--- src/rtl/alu_seq_pkg.sv ---
// Shared types for the ALU command sequencer: FSM state encoding, default widths, command record.
package alu_seq_pkg;

  localparam int DATA_W = 15;
  localparam int ADDR_W = 3;
  localparam int OP_W   = 3;

  typedef enum logic [2:0] {
    IDLE,
    RD_A,
    RD_B,
    CAP_B,
    EXEC,
    WB
  } state_t;

  typedef struct packed {
    logic [OP_W-1:0]   op;
    logic [ADDR_W-1:0] src_a;
    logic [ADDR_W-1:0] src_b;
    logic [ADDR_W-1:0] dst;
  } cmd_t;

endpackage

--- src/rtl/alu_seq_ctrl.sv ---
// One ALU op per command: read A, read B, execute, write back; ALU_SEQ_FWD_EN adds last-result forwarding.
// Latency: accept edge + 5 cycles, write in cycle 5, next accept possible in cycle 6.
// Backpressure: cmd_ready only in IDLE; the source holds its command while busy.
module alu_seq_ctrl #(
  parameter int DATA_W = alu_seq_pkg::DATA_W,
  parameter int ADDR_W = alu_seq_pkg::ADDR_W,
  parameter int OP_W   = alu_seq_pkg::OP_W
) (
  input  logic              clock,
  input  logic              reset,
  input  logic              cmd_valid,
  output logic              cmd_ready,
  input  logic [OP_W-1:0]   cmd_op,
  input  logic [ADDR_W-1:0] cmd_src_a,
  input  logic [ADDR_W-1:0] cmd_src_b,
  input  logic [ADDR_W-1:0] cmd_dst,
  output logic              mem_ren,
  output logic [ADDR_W-1:0] mem_rd_addr,
  input  logic [DATA_W-1:0] mem_data_out,
  output logic              mem_wen,
  output logic [ADDR_W-1:0] mem_wr_addr,
  output logic [DATA_W-1:0] mem_data_in,
  output logic [OP_W-1:0]   alu_op,
  output logic [DATA_W-1:0] alu_a,
  output logic [DATA_W-1:0] alu_b,
  input  logic [DATA_W-1:0] alu_result,
  output logic              done,
  output logic              busy
);
  import alu_seq_pkg::*;

  state_t            state_q, state_d;
  cmd_t              cmd_q;
  logic [DATA_W-1:0] op_a_q, op_b_q, res_q;
  logic              accept;
  logic              fwd_a, fwd_b;
  logic [DATA_W-1:0] cap_a, cap_b;

  assign accept = cmd_valid && cmd_ready;

`ifdef ALU_SEQ_FWD_EN
  logic [ADDR_W-1:0] last_dst_q;
  logic [DATA_W-1:0] last_res_q;
  logic              last_vld_q;

  always_ff @(posedge clock) begin
    if (reset) begin
      last_dst_q <= '0;
      last_res_q <= '0;
      last_vld_q <= 1'b0;
    end else if (state_q == WB) begin
      last_dst_q <= cmd_q.dst;
      last_res_q <= res_q;
      last_vld_q <= 1'b1;
    end
  end

  // A hit skips the memory read; the operand comes from the last written result instead.
  assign fwd_a = last_vld_q && (cmd_q.src_a == last_dst_q);
  assign fwd_b = last_vld_q && (cmd_q.src_b == last_dst_q);
  assign cap_a = fwd_a ? last_res_q : mem_data_out;
  assign cap_b = fwd_b ? last_res_q : mem_data_out;
`else
  assign fwd_a = 1'b0;
  assign fwd_b = 1'b0;
  assign cap_a = mem_data_out;
  assign cap_b = mem_data_out;
`endif

  always_ff @(posedge clock) begin
    if (reset) begin
      state_q <= IDLE;
      cmd_q   <= '0;
      op_a_q  <= '0;
      op_b_q  <= '0;
      res_q   <= '0;
    end else begin
      state_q <= state_d;
      if (accept) begin
        cmd_q <= '{op: cmd_op, src_a: cmd_src_a, src_b: cmd_src_b, dst: cmd_dst};
      end
      // Read data lags the address by one cycle, so A lands in RD_B and B in CAP_B.
      if (state_q == RD_B)  op_a_q <= cap_a;
      if (state_q == CAP_B) op_b_q <= cap_b;
      if (state_q == EXEC)  res_q  <= alu_result;
    end
  end

  always_comb begin
    state_d   = state_q;
    cmd_ready = 1'b0;
    mem_ren   = 1'b0;
    done      = 1'b0;
    case (state_q)
      IDLE: begin
        cmd_ready = 1'b1;
        if (cmd_valid) state_d = RD_A;
      end
      RD_A: begin
        mem_ren = !fwd_a;
        state_d = RD_B;
      end
      RD_B: begin
        mem_ren = !fwd_b;
        state_d = CAP_B;
      end
      CAP_B:   state_d = EXEC;
      EXEC:    state_d = WB;
      WB: begin
        done    = 1'b1;
        state_d = IDLE;
      end
      default: state_d = IDLE;
    endcase
  end

  // Reset landing on WB must not commit a partial command.
  assign mem_wen     = done && !reset;
  assign mem_rd_addr = (state_q == RD_B) ? cmd_q.src_b : cmd_q.src_a;
  assign mem_wr_addr = cmd_q.dst;
  assign mem_data_in = res_q;
  assign alu_op      = cmd_q.op;
  assign alu_a       = op_a_q;
  assign alu_b       = op_b_q;
  assign busy        = (state_q != IDLE);

endmodule

--- config.mk ---
export PLATFORM = sky130hd
export DESIGN_NAME = alu_seq_ctrl
export DESIGN_NICKNAME = d
export VERILOG_FILES = /design/src/rtl/alu_seq_pkg.sv /design/src/rtl/alu_seq_ctrl.sv
export SDC_FILE = /design/constraint.sdc
export NUM_CORES = 1
export LEC_CHECK = 0
export BUFFER_PORTS_ARGS = -buffer_cell sky130_fd_sc_hd__buf_2
export CELL_PAD_IN_SITES_DETAIL_PLACEMENT = 1
export CELL_PAD_IN_SITES_GLOBAL_PLACEMENT = 1
export CORE_MARGIN = 2
export CORE_UTILIZATION = 39
export DETAILED_ROUTE_END_ITERATION = 8
export GPL_ROUTABILITY_DRIVEN = 0
export GPL_TIMING_DRIVEN = 1
export HOLD_SLACK_MARGIN = 0.1
export PLACE_DENSITY_LB_ADDON = 0.1
export SYNTH_ARGS = -nofsm -noshare
export SYNTH_HDL_FRONTEND = slang
export SYNTH_SLANG_ARGS = --single-unit
--- constraint.sdc ---
create_clock -name clock -period 2.56 [get_ports clock]
set_clock_uncertainty 0.05 [all_clocks]
set_input_delay 0 -clock clock [delete_from_list [all_inputs] [get_ports clock]]
set_output_delay 0 -clock clock [all_outputs]
set_load 0.005 [all_outputs]
==> flow_summary.toml <==
[power]
ir_drop_mv = 0.299
power_leakage_nw = 1.80
powerDensity_nw_per_um2 = 553
power_mw = 2.13

[drt]
viasPerCell = 4.44
firstDrtPassIters = 4
drc = 0
routed_wl_um = 6720
wl_per_cell_um = 13.5
antenna_left = 0
drt_iter0_drc = 52
num_vias = 2209

[floorplan]
die_w_um = 87.8
die_h_um = 87.8
std_cell_rows = 30
start_util_pct = 40.3
core_um2 = 6790
dieArea_um2 = 7720
num_io_pins = 104

[hold_path]
worstHoldPathType = "in -> reg"
hold_end = "alu_a[3]"
hold_depth = 3
holdCritStartpoint = "reset"

[cts]
post_cts_buffers = 0
cts_buffers = 9
clk_pin_slew_ns = 0.06
tritoncts = "yes"
clockBufferDepth = 2
clock-sinks = 60
clock_latency_ns = 0.33
htreeDepth = 3
ctsResizeCount = 0
holdBufCountCts = 43
cts_root_buf = "clkbuf_8"

[finish]
antenna_cells = 0
final_area_um2 = 3850
stdcell_count = 497
nets = 442
drive_above_1_share_pct = 32.7
syn_to_final_growth_pct = 40.5
fin_util_pct = 56.7

[flow_run]
cap_violations = 0

[placement]
numPortBuffers = 103
hpwlAfterDp_um = 4220
dp.cells = 439
place_ws_ns = 0.877
placed_area_um2 = 3250

[global_routing]
grt_antenna_before_repair = 0
grt_pass1_vias = 2351
grt.total_usage_pct = 18.4
grt-ovfl-total = 0
grt_pass1_wl_um = 10800
grt_max_degree = 46

[sta]
setup_slack_ns = 0.531
holdWs_ns = 0.264
report.final.slew_viol_count = 0
fin_tns_setup_ns = 0
worst_pin_slew_ns = 0.794
fin_crit_sh_pct = 79.3
slew_headroom_pct = 46.9
rsz0062_at_grt = "no"
setup_violations = 0
finalHoldViolCount = 0
timing.fmax_mhz = 493
period_needed_ns = 2.03

[synth]
synthFlopType = "dfxtp_1"
synth_commonest_cells = "nand2b_1 (99), dfxtp_1 (60), mux2i_1 (57)"
synthArstFlopShare_pct = 0
ys_ff_latch = 60
yosysSeqAreaShare_pct = 43.8
synth_top_area_cell = "dfxtp_1"
synthDominantCellAreaShare_pct = 43.8
synth_cell_type_count = 21
synth_warnings = 0
synthCells = 262
synth_nets = 307
synth.cell_area_um2 = 2740
synth_edf_count = 0
synthTopCellsByArea = "dfxtp_1 (44%), nand2b_1 (23%), mux2i_1 (21%), buf_4 (2.7%), buf_6 (1.6%)"
avgSynthCellArea_um2 = 10.5
synth_most_common_cell = "nand2b_1"

[worst_setup_path]
worst_setup_path_start_kind = "flip-flop"
rrSetupSlack_ns = 0.89
end_kind = "output port"
reg2reg_from = "state_q[1]"
critical_path_class = "reg -> out"
critPathArrivalTime_ns = 1.98
max_stage_delay_ns = 0.60
reg2reg_to = "alu_b[7]"
crit_chain = "or3b_1 > mux2_4 > buf_2"
r2r_cells = 2
slowest_stage = "or3b_1"
worstPathRequired_ns = 2.51
critPathMaxFanout = 11

[status]
status = "complete, no violations"
-- cell type report --
| class | count | area [µm²] |
|---|---|---|
| Clock buffer | 13 | 159 |
| Clock inverter | 2 | 10.0 |
| Fill cell | 812 | 2940 |
| Inverter | 1 | 3.75 |
| Multi-Input combinational cell | 174 | 1380 |
| Sequential cell | 60 | 1200 |
| Tap cell | 96 | 120 |
| Timing Repair Buffer | 151 | 983 |
-- report_power, final --
| group | internal, mW | leakage, nW | switching (mW) |
|---|---|---|---|
| registers | 0.986 | 0.487 | 0.0377 |
| clock network | 0.396 | 0.0893 | 0.353 |
| logic | 0.212 | 1.22 | 0.146 |
| total | 1.59 | 1.80 | 0.536 |
-- state kept, by name (all words and copies together), names as in the netlist --
| name | cells |
|---|---|
| alu_a | 15 |
| alu_b | 15 |
| alu_op | 3 |
| state_q | 3 |
| cmd_q | 6 |
| mem_data_in | 15 |
| mem_wr_addr | 3 |
-- logic make-up (layout without fill, tap and decap cells) --
group	after synthesis	count (layout)	synth area share, %
compound gates	2	2	0.685
xor+xnor	1	1	0.320
simple gates	111	111	26.3
mux	60	60	22.5
flops	60	60	43.8
buf+inv	28	167	6.39
-- worst max-delay path, delay by kind of cell, from the launching register on --
kind                   cells  cell delay, ns
AND/OR/NAND/NOR            1            0.60
buffers and inverters      1            0.13
multiplexers               1            0.37
flip-flops                 1            0.55
-- routing by layer --
metal / track usage (%) / wire, µm / up-vias
met5: 0 / 0 / -
met4: 7.13 / 114 / 0
met3: 6.03 / 388 / 11
met2: 32.6 / 3450 / 62
met1: 20.4 / 2770 / 1021
li1: - / - / 1115
-- cell usage in the layout (no fill, tap or decap), types with 2 or more instances in the layout --
cell           Yosys  layout
buf_2              2     103
clkbuf_8           0      11
mux2_4             3       3
dfxtp_1           60      60
nor3b_2            0       2
nor3_1             2       2
nand2b_1          99      99
clkinv_2           0       2
clkbuf_1          11       2
buf_4             10       5
mux2i_1           57      57
dlygate4sd3_1      0      43
and3b_2            2       2
-- how the worst max path moves through the flow --
| stage | slack [ns] | end | cells past startpoint | from |
|---|---|---|---|---|
| global route | 0.41 | mem_rd_addr[0] | 3 | state_q[1] |
| finish | 0.53 | mem_rd_addr[0] | 3 | state_q[1] |
| floorplan | 1.25 | mem_data_in[10] | 5 | state_q[2] |
| global placement | 0.91 | mem_rd_addr[2] | 3 | state_q[1] |
| CTS | 0.51 | mem_rd_addr[2] | 3 | state_q[1] |
| detailed placement | 0.88 | alu_b[7] | 2 | state_q[1] |
No activity file was read; power rests on OpenSTA's default activity.
